--- config.mk ---
export PLATFORM = sky130hd
export DESIGN_NAME = pipelined_segment_adder
export DESIGN_NICKNAME = d
export VERILOG_FILES = /design/src/rtl/seg_adder_pkg.sv /design/src/rtl/adder_segment.sv /design/src/rtl/pipelined_segment_adder.sv
export SDC_FILE = /design/constraint.sdc
export NUM_CORES = 1
export LEC_CHECK = 0
export CORE_ASPECT_RATIO = 0.6
export CORE_MARGIN = 2
export CORE_UTILIZATION = 52
export DETAILED_ROUTE_END_ITERATION = 8
export PLACE_DENSITY_LB_ADDON = 0.08
export SLEW_MARGIN = 5
export SYNTH_ARGS = -nofsm -noshare
export SYNTH_HDL_FRONTEND = slang
export SYNTH_SLANG_ARGS = --single-unit
--- constraint.sdc ---
create_clock -name clk -period 4.95 [get_ports clk]
set_input_delay 0.495 -clock clk [delete_from_list [all_inputs] [get_ports clk]]
set_output_delay 0.495 -clock clk [all_outputs]
set_load 0.05 [all_outputs]
--- src/rtl/seg_adder_pkg.sv ---
// -----------------------------------------------------------------------------
// seg_adder_pkg
// Shared constants and helpers for the carry-segmented pipelined adder.
//   MAX_WIDTH   : widest operand the adder is qualified for.
//   seg_width() : segment width ceil(width/stages).
//   seg_lo()    : low bit index of segment k.
// -----------------------------------------------------------------------------
package seg_adder_pkg;

    localparam int MAX_WIDTH = 64;

    function automatic int seg_width(input int width, input int stages);
        return (width + stages - 1) / stages;
    endfunction

    function automatic int seg_lo(input int k, input int seg);
        return k * seg;
    endfunction

endpackage

--- src/rtl/adder_segment.sv ---
// -----------------------------------------------------------------------------
// adder_segment
// Combinational ripple adder for one carry segment.
// Ports:
//   a, b : W-bit segment operands
//   cin  : carry into the segment
//   s    : W-bit segment sum
//   cout : carry out of the segment
// -----------------------------------------------------------------------------
module adder_segment
    import seg_adder_pkg::*;
#(
    parameter int W = 8
) (
    input  logic [W-1:0] a,
    input  logic [W-1:0] b,
    input  logic         cin,
    output logic [W-1:0] s,
    output logic         cout
);

    logic [W:0] total;

    assign total = {1'b0, a} + {1'b0, b} + {{W{1'b0}}, cin};
    assign s     = total[W-1:0];
    assign cout  = total[W];

endmodule

--- src/rtl/pipelined_segment_adder.sv ---
// -----------------------------------------------------------------------------
// pipelined_segment_adder
// Pipelined, carry-segmented WIDTH-bit adder/subtractor. The operands are cut
// into STAGES segments; stage k resolves segment k using the registered carry
// of stage k-1. Upper operand bits ride along skewed, resolved lower sum bits
// ride along delayed, so the whole word lines up at the last stage.
// Latency STAGES cycles, throughput one operation per cycle.
//
// Ports:
//   clk, rst             : clock, synchronous active-high reset
//   in_valid / in_ready  : input handshake (in_ready = pipeline advance)
//   a, b, sub            : operands; sub=1 computes a-b
//   out_valid / out_ready: output handshake
//   sum, cout            : result mod 2^WIDTH, carry out (sub: 1 = no borrow)
//   ovf                  : signed overflow, only with SEG_ADDER_OVF_EN defined
//
// Optional feature macro: SEG_ADDER_OVF_EN (adds the ovf output).
// -----------------------------------------------------------------------------
module pipelined_segment_adder
    import seg_adder_pkg::*;
#(
    parameter int WIDTH  = 24,
    parameter int STAGES = 3
) (
    input  logic             clk,
    input  logic             rst,
    input  logic             in_valid,
    output logic             in_ready,
    input  logic [WIDTH-1:0] a,
    input  logic [WIDTH-1:0] b,
    input  logic             sub,
    output logic             out_valid,
    input  logic             out_ready,
    output logic [WIDTH-1:0] sum,
    output logic             cout
`ifdef SEG_ADDER_OVF_EN
    ,
    output logic             ovf
`endif
);

    localparam int SEG  = seg_width(WIDTH, STAGES);
    localparam int LAST = STAGES - 1;

    // Parameter legality is enforced at elaboration.
    if (WIDTH < 2 || WIDTH > MAX_WIDTH) begin : g_bad_width
        $error("pipelined_segment_adder: WIDTH=%0d outside 2..%0d", WIDTH, MAX_WIDTH);
    end
    if (STAGES < 1 || STAGES > WIDTH) begin : g_bad_stages
        $error("pipelined_segment_adder: STAGES=%0d outside 1..WIDTH", STAGES);
    end
    if ((STAGES - 1) * SEG >= WIDTH) begin : g_empty_segment
        $error("pipelined_segment_adder: STAGES=%0d leaves an empty segment", STAGES);
    end

    logic adv;

    // Stage inputs (combinational view of what stage k consumes).
    logic [WIDTH-1:0] a_in [STAGES];
    logic [WIDTH-1:0] b_in [STAGES];
    logic [WIDTH-1:0] s_in [STAGES];
    logic             c_in [STAGES];
    logic             v_in [STAGES];

    // Stage results before registering.
    logic [WIDTH-1:0] s_nx [STAGES];
    logic             c_nx [STAGES];

    // Pipeline registers, one entry per stage.
    logic [WIDTH-1:0] a_p   [STAGES];
    logic [WIDTH-1:0] b_p   [STAGES];
    logic [WIDTH-1:0] s_p   [STAGES];
    logic             c_p   [STAGES];
    logic             vld_p [STAGES];

`ifdef SEG_ADDER_OVF_EN
    logic ovf_nx;
    logic ovf_p;
`endif

    // Single global enable: the whole pipe moves only when the output slot
    // is empty or being drained, so bubbles hold in place during a stall.
    assign adv = !vld_p[LAST] || out_ready;

    for (genvar k = 0; k < STAGES; k++) begin : g_stage
        localparam int LO = seg_lo(k, SEG);
        localparam int HI = (LO + SEG > WIDTH) ? WIDTH - 1 : LO + SEG - 1;
        localparam int SW = HI - LO + 1;
        localparam logic [WIDTH-1:0] MASK =
            ({WIDTH{1'b1}} >> (WIDTH - 1 - HI)) & ({WIDTH{1'b1}} << LO);

        logic [SW-1:0] seg_s;

        if (k == 0) begin : g_head
            // Subtraction as a + ~b + 1: invert once here, inject the +1 as cin.
            assign a_in[k] = a;
            assign b_in[k] = sub ? ~b : b;
            assign s_in[k] = '0;
            assign c_in[k] = sub;
            assign v_in[k] = in_valid;
        end else begin : g_body
            assign a_in[k] = a_p[k-1];
            assign b_in[k] = b_p[k-1];
            assign s_in[k] = s_p[k-1];
            assign c_in[k] = c_p[k-1];
            assign v_in[k] = vld_p[k-1];
        end

        adder_segment #(
            .W (SW)
        ) u_seg (
            .a    (a_in[k][HI:LO]),
            .b    (b_in[k][HI:LO]),
            .cin  (c_in[k]),
            .s    (seg_s),
            .cout (c_nx[k])
        );

        // Splice this segment into the travelling sum word; lower bits were
        // resolved by earlier stages, upper bits are filled in later.
        assign s_nx[k] = (s_in[k] & ~MASK) | (WIDTH'(seg_s) << LO);
    end

`ifdef SEG_ADDER_OVF_EN
    // Carry into the MSB is recovered as a^b^s at the MSB position.
    assign ovf_nx = a_in[LAST][WIDTH-1] ^ b_in[LAST][WIDTH-1]
                  ^ s_nx[LAST][WIDTH-1] ^ c_nx[LAST];
`endif

    // ---- stage boundary: all segment registers advance together ----
    always_ff @(posedge clk) begin
        if (rst) begin
            for (int k = 0; k < STAGES; k++) begin
                vld_p[k] <= 1'b0;
            end
            s_p[LAST] <= '0;
            c_p[LAST] <= 1'b0;
`ifdef SEG_ADDER_OVF_EN
            ovf_p     <= 1'b0;
`endif
        end else if (adv) begin
            for (int k = 0; k < STAGES; k++) begin
                vld_p[k] <= v_in[k];
                a_p[k]   <= a_in[k];
                b_p[k]   <= b_in[k];
                s_p[k]   <= s_nx[k];
                c_p[k]   <= c_nx[k];
            end
`ifdef SEG_ADDER_OVF_EN
            ovf_p <= ovf_nx;
`endif
        end
    end

    assign in_ready  = adv;
    assign out_valid = vld_p[LAST];
    assign sum       = s_p[LAST];
    assign cout      = c_p[LAST];
`ifdef SEG_ADDER_OVF_EN
    assign ovf       = ovf_p;
`endif

endmodule
==> impl_metrics.prom, run 1 <==
# TYPE chip_impl_metric gauge
chip_impl_metric{name="grt_start_max_net_pins",unit=""} 46
chip_impl_metric{name="flow.area_growth_from_synthesis",unit="%"} 27.5
chip_impl_metric{name="ctsHoldBuffers",unit=""} 0
chip_impl_metric{name="clk_latency",unit="ps"} 330
chip_impl_metric{name="port_bufs",unit=""} 79
chip_impl_metric{name="power.share.sequential",unit=""} 0.501
chip_impl_metric{name="global_route_wire_length_before_repair",unit="um"} 10500
chip_impl_metric{name="power.share.switching",unit=""} 0.252
chip_impl_metric{name="skew",unit="ps"} 5.36
chip_impl_metric{name="gp_congestion",unit=""} 0.765
chip_impl_metric{name="dp_hpwl",unit="um"} 4840
chip_impl_metric{name="total_switching_power",unit="mW"} 0.548
chip_impl_metric{name="resized_cells_post_cts",unit=""} 0
chip_impl_metric{name="post_synth_mux_area_share",unit=""} 0.00537
chip_impl_info{name="synth_top_family_by_area",value="simple AND/OR/NAND/NOR gates"} 1
chip_impl_info{name="critical_path_class",value="in -> reg"} 1
chip_impl_metric{name="p_per_area",unit="mW/mm^2"} 386
chip_impl_metric{name="io_pins",unit=""} 80
chip_impl_metric{name="count_of_final_hold_check_violations",unit=""} 0
chip_impl_metric{name="cts_num_sinks",unit=""} 102
chip_impl_metric{name="synth_xor_area_frac",unit=""} 0.0752
chip_impl_metric{name="yosys_warnings",unit=""} 0
chip_impl_metric{name="pwr-share-comb",unit=""} 0.184
chip_impl_metric{name="worst-endpoint-required",unit="ps"} 5030
chip_impl_info{name="critical_path.endpoint_type",value="register"} 1
chip_impl_metric{name="fmax",unit="GHz"} 0.343
chip_impl_metric{name="final_period_minus_worst_setup_slack",unit="ps"} 2910
chip_impl_info{name="buffer_type_at_the_clock_tree_root",value="clkbuf_16"} 1
chip_impl_metric{name="slowest_delay",unit="ps"} 1040
chip_impl_metric{name="pwr-share-clk",unit=""} 0.314
chip_impl_metric{name="die_height",unit="um"} 75.5
chip_impl_metric{name="fp.dieW",unit="um"} 123
chip_impl_metric{name="layout.nets",unit=""} 450
chip_impl_info{name="timing.hold.worst.class",value="reg -> reg"} 1
chip_impl_metric{name="synth.yosys.seq_area_share",unit=""} 0.692
chip_impl_info{name="grt_setup_unrepaired",value="no"} 1
chip_impl_metric{name="syn_inst",unit=""} 284
chip_impl_metric{name="detail_route.first_pass.iterations",unit=""} 4
chip_impl_metric{name="number_of_vias_after_detailed_routing",unit=""} 2365
chip_impl_metric{name="drc",unit=""} 0
chip_impl_metric{name="synthAdderAreaFrac",unit=""} 0.0819
chip_impl_metric{name="irDropWorstVdd",unit="V"} 0.000190
chip_impl_metric{name="syn-cell-area",unit="mm^2"} 0.00443
chip_impl_info{name="layout_commonest_cell",value="edfxtp_1"} 1
chip_impl_metric{name="final_layout_size_suffix_gt1_frac",unit=""} 0.0638
chip_impl_metric{name="cts.clk_slew.worst_paths",unit="ps"} 60
chip_impl_metric{name="max_cap_violations",unit=""} 0
chip_impl_info{name="critical-path-slowest-cell",value="clkdlybuf4s50_1"} 1
chip_impl_metric{name="setup_tns",unit="ps"} 0
chip_impl_metric{name="tritoncts.num_buffers",unit=""} 9
chip_impl_metric{name="synth-simple-area-share",unit=""} 0.0853
chip_impl_metric{name="drt-initial-drc-count",unit=""} 167
chip_impl_metric{name="groute.usage.overall",unit=""} 0.156
chip_impl_metric{name="power.total",unit="mW"} 2.18
chip_impl_metric{name="number_of_inserted_diodes",unit=""} 0
chip_impl_metric{name="synth_seq_cells",unit=""} 102
chip_impl_info{name="status",value="complete, no violations"} 1
chip_impl_metric{name="htree_num_levels",unit=""} 3
chip_impl_metric{name="floorplan.rows",unit=""} 26
chip_impl_metric{name="initial_core_utilization",unit=""} 0.528
chip_impl_metric{name="avgRoutedWirePerCell",unit="um"} 13.7
chip_impl_metric{name="power_report.internal_total",unit="mW"} 1.63
chip_impl_metric{name="cts_max_path_buffers",unit=""} 2
chip_impl_metric{name="worst_ep_arrival_time",unit="ps"} 2990
chip_impl_metric{name="power.static_leakage",unit="nW"} 2.12
chip_impl_metric{name="minimum_setup_slack_among_reg_to_reg_paths",unit="ps"} 2400
chip_impl_metric{name="synth_compound_area_frac",unit=""} 0.0435
chip_impl_metric{name="ys_types",unit=""} 39
chip_impl_info{name="crit_path_start_kind",value="input pin"} 1
chip_impl_info{name="crit_path_cell_trace",value="clkdlybuf4s50_1 > xor2_1 > inv_1 > fa_1 > nor2b_1 > o21ai_1 > a21oi_1 > a211oi_1 > xnor2_1"} 1
chip_impl_metric{name="globalRouteOverflowTotal",unit=""} 0
chip_impl_metric{name="core",unit="mm^2"} 0.00839
chip_impl_metric{name="tightestPinTransition",unit="ps"} 869
chip_impl_metric{name="design.die.area",unit="mm^2"} 0.00929
chip_impl_metric{name="setup_viol",unit=""} 0
chip_impl_metric{name="timing_max_transition_violations_final",unit=""} 0
chip_impl_metric{name="grt_pass1_vias",unit=""} 2143
chip_impl_info{name="cts_tree",value="yes"} 1
chip_impl_metric{name="cts_setup_buffers",unit=""} 0
chip_impl_info{name="worst_path_dominant_cell_family",value="buffers and inverters"} 1
chip_impl_metric{name="synth.net_count",unit=""} 363
chip_impl_metric{name="crit_path_max_fanout",unit=""} 17
chip_impl_metric{name="syn-mean-instance-area",unit="um^2"} 15.6
chip_impl_metric{name="grt_antenna_before_repair",unit=""} 1
chip_impl_metric{name="critPathBufInv",unit=""} 2
chip_impl_info{name="commonest_cells_after_routing_fill_and_taps_aside",value="102 x edfxtp_1, 79 x clkdlybuf4s50_1, 30 x xor2_1, 21 x ha_1, 20 x and2_1"} 1
chip_impl_metric{name="final_antenna_net_count",unit=""} 0
chip_impl_metric{name="timing.final.crit_share",unit=""} 0.589
chip_impl_metric{name="vias_per_cell",unit=""} 4.85
chip_impl_metric{name="slew_headroom",unit=""} 0.419
chip_impl_metric{name="routed_wirelength",unit="um"} 6710
==> cells in the mapped netlist (all sizes together) <==
cell type / instances / area, um^2
xnor2: 8 / 70.1
edfxtp: 102 / 3060
nor4: 1 / 6.26
nor3: 9 / 45.0
nor4b: 1 / 8.76
nand2: 8 / 30.0
o221ai: 1 / 8.76
nor2b: 2 / 12.5
ha: 21 / 263
mux2i: 2 / 23.8
inv: 11 / 41.3
fa: 5 / 100
o41ai: 1 / 8.76
nand2b: 4 / 25.0
or3: 2 / 12.5
and2: 20 / 125
a211oi: 4 / 30.0
a31o: 1 / 8.76
or2: 1 / 6.26
o21bai: 1 / 7.51
o211ai: 3 / 27.5
a21oi: 7 / 38.8
a21boi: 1 / 7.51
and3b: 1 / 8.76
nand3: 3 / 15.0
o21ai: 8 / 40.0
xor2: 30 / 263
and2b: 1 / 7.51
nor2: 14 / 52.6
nand3b: 1 / 7.51
clkbuf: 2 / 7.51
a21o: 2 / 15.0
nor3b: 2 / 15.0
buf: 4 / 26.3
==> path summary, 6_finish.rpt <==
path / from / to / depth (start not counted)
setup / recovery: sub / s_p[0][6] / 9
setup reg to reg: a_p[0][8] / c_p[0][1] / 7
hold / removal: s_p[0][6] / s_p[0][30] / 0
hold reg to reg: s_p[0][6] / s_p[0][30] / 0
==> flip-flops by register name, summed over array words and instances, names as in the netlist <==
signal and count:
s_p 48, b_p 24, vld_p 3, c_p 3, a_p 24
==> power groups by stage <==
stage	clock (mW)	combinational [mW]	sequential [mW]
2_1_floorplan	0	0.172	1.21
3_3_place_gp	0	0.394	1.11
3_5_place_dp	0	0.403	1.11
4_1_cts	0.706	0.406	1.09
5_1_grt	0.734	0.438	1.10
6_report	0.685	0.401	1.09
==> cell families after synthesis <==
logic type / after synthesis
simple gates: 70
flops: 102
compound gates: 29
fa+ha+maj: 26
buf+inv: 17
mux: 2
xor+xnor: 38
==> worst register-to-register path, delay by kind of cell, from the launching register on <==
family | cells | cell delay [ps]
flops | 1 | 400
simple gates | 2 | 390
compound gates | 3 | 580
fa+ha+maj | 2 | 910
==> per-stage QoR <==
step           hold WS [ps]  area, um^2  instances  utilization  setup slack [ps]
6_report                415        5650        488        0.673              2040
2_1_floorplan           400        4430        284            -               684
4_1_cts                 416        5650        488        0.673              2010
3_3_place_gp            401        5350        472        0.637              1760
5_1_grt                 425        5650        488        0.673              1850
3_5_place_dp            405        5350        472        0.637              1650
==> area by class of cell <==
class,instances,area (um^2)
multi-input cells,165,1290
well taps,112,140
repair buffers,82,813
fillers,603,2750
clock inverters,7,72.6
inverters,11,42.5
flip-flops and latches,102,3060
clock buffers,9,225
==> layer usage <==
metal,GRT usage,part of all wire
met1,0.211,0.47
met2,0.234,0.47
met3,0.0606,0.049
met4,0.0530,0.0067
met5,0,0.0018
Power figures use the tool's default switching activity.
==> run 2, diff against run 1 <==
--- a/config.mk
+++ b/config.mk
@@ -7,7 +7,7 @@
 export LEC_CHECK = 0
 export CORE_ASPECT_RATIO = 0.6
 export CORE_MARGIN = 2
-export CORE_UTILIZATION = 52
+export CORE_UTILIZATION = 47
 export DETAILED_ROUTE_END_ITERATION = 8
 export PLACE_DENSITY_LB_ADDON = 0.08
 export SLEW_MARGIN = 5
==> constraint.sdc (replaced) <==
create_clock -name clk -period 2.5 [get_ports clk]
set_input_delay 0.25 -clock clk [delete_from_list [all_inputs] [get_ports clk]]
set_output_delay 0.25 -clock clk [all_outputs]
set_load 0.05 [all_outputs]
==> impl_metrics.prom, run 2 (same netlist as run 1, synthesis figures left out) <==
# TYPE chip_impl_metric gauge
chip_impl_metric{name="fmax",unit="GHz"} 0.418
chip_impl_info{name="buffer_type_at_the_clock_tree_root",value="clkbuf_16"} 1
chip_impl_metric{name="irDropWorstVdd",unit="V"} 0.000423
chip_impl_metric{name="dp_hpwl",unit="um"} 4900
chip_impl_metric{name="layout_setup_ws",unit="ps"} 108
chip_impl_metric{name="fp.dieW",unit="um"} 129
chip_impl_metric{name="dp_cells",unit=""} 492
chip_impl_metric{name="grt_antenna_before_repair",unit=""} 0
chip_impl_info{name="biggestRegsByFlops",value="s_p (48), a_p (24), b_p (24)"} 1
chip_impl_info{name="grt_setup_unrepaired",value="no"} 1
chip_impl_metric{name="power.total",unit="mW"} 4.19
chip_impl_metric{name="global_route_wire_length_before_repair",unit="um"} 10900
chip_impl_metric{name="flow.area_growth_from_synthesis",unit="%"} 28.3
chip_impl_metric{name="htree_num_levels",unit=""} 3
chip_impl_info{name="critical_path.endpoint_type",value="register"} 1
chip_impl_info{name="status",value="complete, no violations"} 1
chip_impl_metric{name="count_of_final_hold_check_violations",unit=""} 0
chip_impl_info{name="layout_commonest_cell",value="edfxtp_1"} 1
chip_impl_metric{name="floorplan.rows",unit=""} 27
chip_impl_metric{name="port_bufs",unit=""} 79
chip_impl_metric{name="cts_num_sinks",unit=""} 102
chip_impl_metric{name="crit_path_max_fanout",unit=""} 2
chip_impl_info{name="crit_path_cell_trace",value="fa_1 > fa_2 > a21o_1 > a21oi_2 > o21ai_1 > nor4_1 > nor3_1"} 1
chip_impl_info{name="commonest_cells_after_routing_fill_and_taps_aside",value="102 x edfxtp_1, 79 x clkdlybuf4s50_1, 30 x xor2_1, 21 x ha_1, 20 x and2_1"} 1
chip_impl_info{name="top_reg_by_flops",value="s_p"} 1
chip_impl_metric{name="skew",unit="ps"} 5.55
chip_impl_metric{name="gp_congestion",unit=""} 0.771
chip_impl_metric{name="max_cap_violations",unit=""} 0
chip_impl_metric{name="clk_latency",unit="ps"} 340
chip_impl_metric{name="instances_no_fill",unit=""} 508
chip_impl_metric{name="design.die.area",unit="mm^2"} 0.0102
chip_impl_metric{name="vias_per_cell",unit=""} 4.74
chip_impl_info{name="cts_tree",value="yes"} 1
chip_impl_metric{name="placement.setup.worst_slack",unit="ps"} 14.6
chip_impl_info{name="timing.hold.worst.class",value="reg -> reg"} 1
chip_impl_metric{name="final_period_minus_worst_setup_slack",unit="ps"} 2390
chip_impl_info{name="crit_path_start_kind",value="register"} 1
chip_impl_metric{name="initial_core_utilization",unit=""} 0.484
chip_impl_metric{name="timing.final.crit_share",unit=""} 0.957
chip_impl_metric{name="routed_wirelength",unit="um"} 6980
chip_impl_metric{name="drt-initial-drc-count",unit=""} 153
chip_impl_metric{name="slew_headroom",unit=""} 0.646
chip_impl_metric{name="worst-endpoint-required",unit="ps"} 2580
chip_impl_metric{name="critPathBufInv",unit=""} 0
chip_impl_metric{name="cts.clk_slew.worst_paths",unit="ps"} 60
chip_impl_metric{name="die_height",unit="um"} 79.2
chip_impl_metric{name="grt_start_max_net_pins",unit=""} 95
chip_impl_metric{name="tightestPinTransition",unit="ps"} 529
chip_impl_metric{name="globalRouteOverflowTotal",unit=""} 0
chip_impl_metric{name="number_of_inserted_diodes",unit=""} 0
chip_impl_metric{name="final_layout_size_suffix_gt1_frac",unit=""} 0.0661
chip_impl_metric{name="final_core_util",unit=""} 0.620
chip_impl_metric{name="drc",unit=""} 0
chip_impl_metric{name="setup_tns",unit="ps"} 0
chip_impl_metric{name="slowest_delay",unit="ps"} 480
chip_impl_metric{name="core",unit="mm^2"} 0.00916
chip_impl_metric{name="p_per_area",unit="mW/mm^2"} 738
chip_impl_metric{name="tritoncts.num_buffers",unit=""} 9
chip_impl_metric{name="setup_viol",unit=""} 0
chip_impl_metric{name="layout.nets",unit=""} 452
chip_impl_metric{name="io_pins",unit=""} 80
chip_impl_metric{name="number_of_vias_after_detailed_routing",unit=""} 2409
chip_impl_metric{name="grt_pass1_vias",unit=""} 2333
chip_impl_metric{name="timing_max_transition_violations_final",unit=""} 0
chip_impl_metric{name="worst_ep_arrival_time",unit="ps"} 2470
chip_impl_metric{name="avgRoutedWirePerCell",unit="um"} 13.7
chip_impl_metric{name="power.static_leakage",unit="nW"} 2.13
chip_impl_metric{name="cts_max_path_buffers",unit=""} 2
chip_impl_info{name="critical-path-slowest-cell",value="fa_1"} 1
chip_impl_metric{name="largest_reg_flops",unit=""} 48
chip_impl_metric{name="final_antenna_net_count",unit=""} 0
chip_impl_info{name="worst_path_dominant_cell_family",value="adder cells"} 1
chip_impl_info{name="critical_path_class",value="reg -> reg"} 1
chip_impl_metric{name="groute.usage.overall",unit=""} 0.143
chip_impl_metric{name="detail_route.first_pass.iterations",unit=""} 4
chip_impl_metric{name="cts_setup_buffers",unit=""} 0
-- run 2: cell types whose count changed in the layout (fill, tap and decap cells not counted), moves of 2 or more --
| cell | change |
|---|---|
| clkbuf_1 | +2 |
| clkinvlp_4 | -2 |
| buf_12 | +2 |
| clkinv_1 | +2 |
-- run 2: per-stage QoR --
step / hold WS (ps) / area (um^2)
6_report: 414 / 5680
5_1_grt: 424 / 5680
4_1_cts: 415 / 5670
3_5_place_dp: 405 / 5410
3_3_place_gp: 402 / 5410
2_1_floorplan: 349 / 4430
-- run 2: path summary, 6_finish.rpt --
check | slack (ps) | cells past startpoint | endpoint | startpoint
worst max-delay path | 110 | 7 | c_p[0][1] | a_p[0][8]
worst max register to register | 110 | 7 | c_p[0][1] | a_p[0][8]
worst min register to register | 410 | 0 | b_p[0][47] | b_p[0][23]
worst min-delay path | 410 | 0 | b_p[0][47] | b_p[0][23]
-- run 2: final cells by class --
class | instances | area (um^2)
timing repair buffer | 84 | 853
sequential | 102 | 3060
multi-input combinational | 165 | 1300
tap | 130 | 163
inverter | 11 | 42.5
clock buffer | 11 | 233
fill | 737 | 3480
clock inverter | 5 | 26.3
-- run 2: timing repair --
action	CTS	global route
setup endpoints to repair	0	2
hold buffers	0	0
resized for setup	0	4
-- run 2: power by group --
part           total, mW  switching, mW  internal, mW
logic              0.808          0.464         0.344
clock network       1.22          0.553         0.666
registers           2.17         0.0501          2.12
-- run 2: layer usage --
| layer | share of wire | vias up | track usage | routed length (um) |
|---|---|---|---|---|
| met4 | 0.0070 | 0 | 0.0457 | 49 |
| met1 | 0.45 | 1135 | 0.179 | 3170 |
| met5 | 0 | - | 0 | 0 |
| met3 | 0.058 | 4 | 0.0539 | 402 |
| li1 | - | 1211 | - | - |
| met2 | 0.48 | 59 | 0.232 | 3360 |
==> run 3, diff against run 2 <==
--- a/config.mk
+++ b/config.mk
@@ -8,6 +8,7 @@
 export CORE_ASPECT_RATIO = 0.6
 export CORE_MARGIN = 2
 export CORE_UTILIZATION = 47
+export CTS_CLUSTER_DIAMETER = 60
 export DETAILED_ROUTE_END_ITERATION = 8
 export PLACE_DENSITY_LB_ADDON = 0.08
 export SLEW_MARGIN = 5
==> constraint.sdc (replaced) <==
create_clock -name clk -period 2.5 [get_ports clk]
set_input_delay 0.375 -clock clk [delete_from_list [all_inputs] [get_ports clk]]
set_output_delay 0.375 -clock clk [all_outputs]
set_load 0.05 [all_outputs]
==> impl_metrics.prom, run 3 (same netlist as run 1, synthesis figures left out) <==
# TYPE chip_impl_metric gauge
chip_impl_metric{name="final_layout_size_suffix_gt1_frac",unit=""} 0.0866
chip_impl_metric{name="cts_setup_buffers",unit=""} 0
chip_impl_info{name="cp-startpoint",value="a_p[0][8]"} 1
chip_impl_metric{name="cts.clk_slew.worst_paths",unit="ps"} 60
chip_impl_metric{name="final_core_util",unit=""} 0.621
chip_impl_metric{name="critPathBufInv",unit=""} 0
chip_impl_metric{name="fp.dieW",unit="um"} 129
chip_impl_metric{name="timing_max_transition_violations_final",unit=""} 0
chip_impl_metric{name="fmax",unit="GHz"} 0.425
chip_impl_metric{name="worst_ep_arrival_time",unit="ps"} 2440
chip_impl_metric{name="final_antenna_net_count",unit=""} 0
chip_impl_metric{name="worst-endpoint-required",unit="ps"} 2580
chip_impl_info{name="commonest_cells_after_routing_fill_and_taps_aside",value="102 x edfxtp_1, 78 x clkdlybuf4s50_1, 30 x xor2_1, 21 x ha_1, 20 x and2_1"} 1
chip_impl_metric{name="vias_per_cell",unit=""} 4.70
chip_impl_info{name="min_delay_worst_endpoint",value="s_p[0][27]"} 1
chip_impl_metric{name="groute.usage.overall",unit=""} 0.148
chip_impl_info{name="timing.hold.worst.class",value="reg -> reg"} 1
chip_impl_metric{name="grt_antenna_before_repair",unit=""} 0
chip_impl_info{name="critical_path_class",value="reg -> reg"} 1
chip_impl_info{name="critical_path.most_common_cell",value="fa_1"} 1
chip_impl_info{name="worst_path_dominant_cell_family",value="adder cells"} 1
chip_impl_metric{name="avgRoutedWirePerCell",unit="um"} 13.3
chip_impl_metric{name="final_design_area_no_fill",unit="mm^2"} 0.00569
chip_impl_metric{name="total_switching_power",unit="mW"} 1.06
chip_impl_metric{name="count_of_final_hold_check_violations",unit=""} 0
chip_impl_metric{name="power_report.internal_total",unit="mW"} 3.12
chip_impl_info{name="critical_path.endpoint_type",value="register"} 1
chip_impl_metric{name="tritoncts.num_buffers",unit=""} 9
chip_impl_metric{name="final_period_minus_worst_setup_slack",unit="ps"} 2350
chip_impl_info{name="crit_path_cell_trace",value="fa_1 > fa_1 > a21o_1 > a21oi_2 > o21ai_2 > nor4_2 > nor3_1"} 1
chip_impl_metric{name="gp_congestion",unit=""} 0.796
chip_impl_info{name="layout_commonest_cell",value="edfxtp_1"} 1
chip_impl_info{name="top_reg_by_flops",value="s_p"} 1
chip_impl_metric{name="p_per_area",unit="mW/mm^2"} 735
chip_impl_info{name="r2r_end",value="c_p[0][1]"} 1
chip_impl_metric{name="power.share.sequential",unit=""} 0.517
chip_impl_metric{name="ff_latch_area",unit="mm^2"} 0.00306
chip_impl_info{name="cts_tree",value="yes"} 1
chip_impl_metric{name="number_of_inserted_diodes",unit=""} 0
chip_impl_metric{name="power.total",unit="mW"} 4.18
chip_impl_metric{name="minimum_setup_slack_among_reg_to_reg_paths",unit="ps"} 150
chip_impl_metric{name="setup_tns",unit="ps"} 0
chip_impl_metric{name="core",unit="mm^2"} 0.00916
chip_impl_info{name="critical-path-slowest-cell",value="fa_1"} 1
chip_impl_metric{name="die_height",unit="um"} 79.2
chip_impl_info{name="crit_path_start_kind",value="register"} 1
chip_impl_metric{name="pwr-share-clk",unit=""} 0.290
chip_impl_metric{name="grt_start_max_net_pins",unit=""} 43
chip_impl_metric{name="layout.filler_cells",unit=""} 738
chip_impl_metric{name="max_cap_violations",unit=""} 0
chip_impl_metric{name="reg2regPathDepth",unit=""} 7
chip_impl_metric{name="multi_input_comb_area",unit="mm^2"} 0.00131
chip_impl_info{name="biggestRegsByFlops",value="s_p (48), a_p (24), b_p (24)"} 1
chip_impl_metric{name="design.die.area",unit="mm^2"} 0.0102
chip_impl_metric{name="placed_cell_area",unit="mm^2"} 0.00542
chip_impl_metric{name="drt-initial-drc-count",unit=""} 127
chip_impl_metric{name="slew_headroom",unit=""} 0.537
chip_impl_metric{name="clk_latency",unit="ps"} 340
chip_impl_info{name="reg2reg_from",value="a_p[0][8]"} 1
chip_impl_metric{name="skew",unit="ps"} 5.25
chip_impl_metric{name="cts_max_path_buffers",unit=""} 2
chip_impl_metric{name="cts_num_sinks",unit=""} 102
chip_impl_metric{name="layout.nets",unit=""} 456
chip_impl_metric{name="initial_core_utilization",unit=""} 0.484
chip_impl_metric{name="timing.final.crit_share",unit=""} 0.941
chip_impl_info{name="status",value="complete, no violations"} 1
chip_impl_metric{name="dp_hpwl",unit="um"} 4750
chip_impl_metric{name="globalRouteOverflowTotal",unit=""} 0
chip_impl_info{name="grt_setup_unrepaired",value="no"} 1
chip_impl_metric{name="htree_num_levels",unit=""} 3
chip_impl_metric{name="routed_wirelength",unit="um"} 6790
chip_impl_metric{name="power.static_leakage",unit="nW"} 2.14
chip_impl_metric{name="placement.setup.worst_slack",unit="ps"} -43.7
chip_impl_metric{name="tightestPinTransition",unit="ps"} 695
chip_impl_metric{name="number_of_vias_after_detailed_routing",unit=""} 2401
chip_impl_metric{name="largest_reg_flops",unit=""} 48
chip_impl_metric{name="drc",unit=""} 0
chip_impl_info{name="buffer_type_at_the_clock_tree_root",value="clkbuf_16"} 1
chip_impl_metric{name="layout_setup_ws",unit="ps"} 147
chip_impl_metric{name="power.share.switching",unit=""} 0.253
chip_impl_metric{name="setup_viol",unit=""} 0
chip_impl_metric{name="irDropWorstVdd",unit="V"} 0.000375
chip_impl_metric{name="io_pins",unit=""} 80
chip_impl_metric{name="flow.area_growth_from_synthesis",unit="%"} 28.4
chip_impl_metric{name="count_of_cells_along_the_worst_hold_path",unit=""} 0
chip_impl_info{name="timing.hold.worst.start",value="s_p[0][3]"} 1
chip_impl_metric{name="grt_pass1_vias",unit=""} 2430
chip_impl_metric{name="floorplan.rows",unit=""} 27
chip_impl_metric{name="pwr-share-comb",unit=""} 0.193
chip_impl_metric{name="global_route_wire_length_before_repair",unit="um"} 11400
chip_impl_metric{name="port_bufs",unit=""} 79
chip_impl_metric{name="slowest_delay",unit="ps"} 470
chip_impl_metric{name="detail_route.first_pass.iterations",unit=""} 4
chip_impl_metric{name="crit_path_max_fanout",unit=""} 2
run 3: worst reg2reg max path, cell delays in order, from the launching register on:
cell,delay [ps]
edfxtp_1,400
fa_1,470
fa_1,410
a21o_1,200
a21oi_2,180
o21ai_2,110
nor4_2,250
nor3_1,80
run 3: layer usage:
layer / up-vias / wire length [um] / global-route usage
li1: 1220 / - / -
met1: 1124 / 3120 / 0.188
met2: 51 / 3170 / 0.233
met3: 6 / 426 / 0.0654
met4: 0 / 68 / 0.0446
met5: - / 0 / 0
run 3: what timing repair did:
action                     CTS  global route
hold buffers                 0             0
gates resized for setup      0             5
setup endpoints to repair    0             4
run 3: through the flow:
stage | instances | hold WS [ps]
finish | 511 | 417
global route | 511 | 424
CTS | 511 | 418
detailed placement | 496 | 405
global placement | 496 | 401
floorplan | 284 | 400
run 3: power groups by stage:
stage                     clock network (mW)  registers [mW]  logic [mW]
final                                   1.21            2.16       0.807
after global routing                    1.32            2.18       0.882
after CTS                               1.25            2.17       0.808
after detailed placement                   0            2.20       0.803
after global placement                     0            2.20       0.789
after floorplan                            0            2.38       0.342
run 3: how the worst max path moves through the flow:
stage | end | slack, ps | cells past startpoint
3_5_place_dp | s_p[0][7] | -40 | 9
5_1_grt | c_p[0][1] | 0.9 | 7
6_report | c_p[0][1] | 150 | 7
2_1_floorplan | s_p[0][58] | 100 | 6
3_3_place_gp | s_p[0][6] | -0.07 | 9
4_1_cts | c_p[0][1] | 30 | 7
run 3: layout make-up:
class,count,share of cell area
flip-flops and latches,102,0.539
multi-input cells,165,0.230
repair buffers,88,0.150
clock buffers,10,0.0403
well taps,130,0.0286
inverters,11,0.00748
clock inverters,5,0.00484
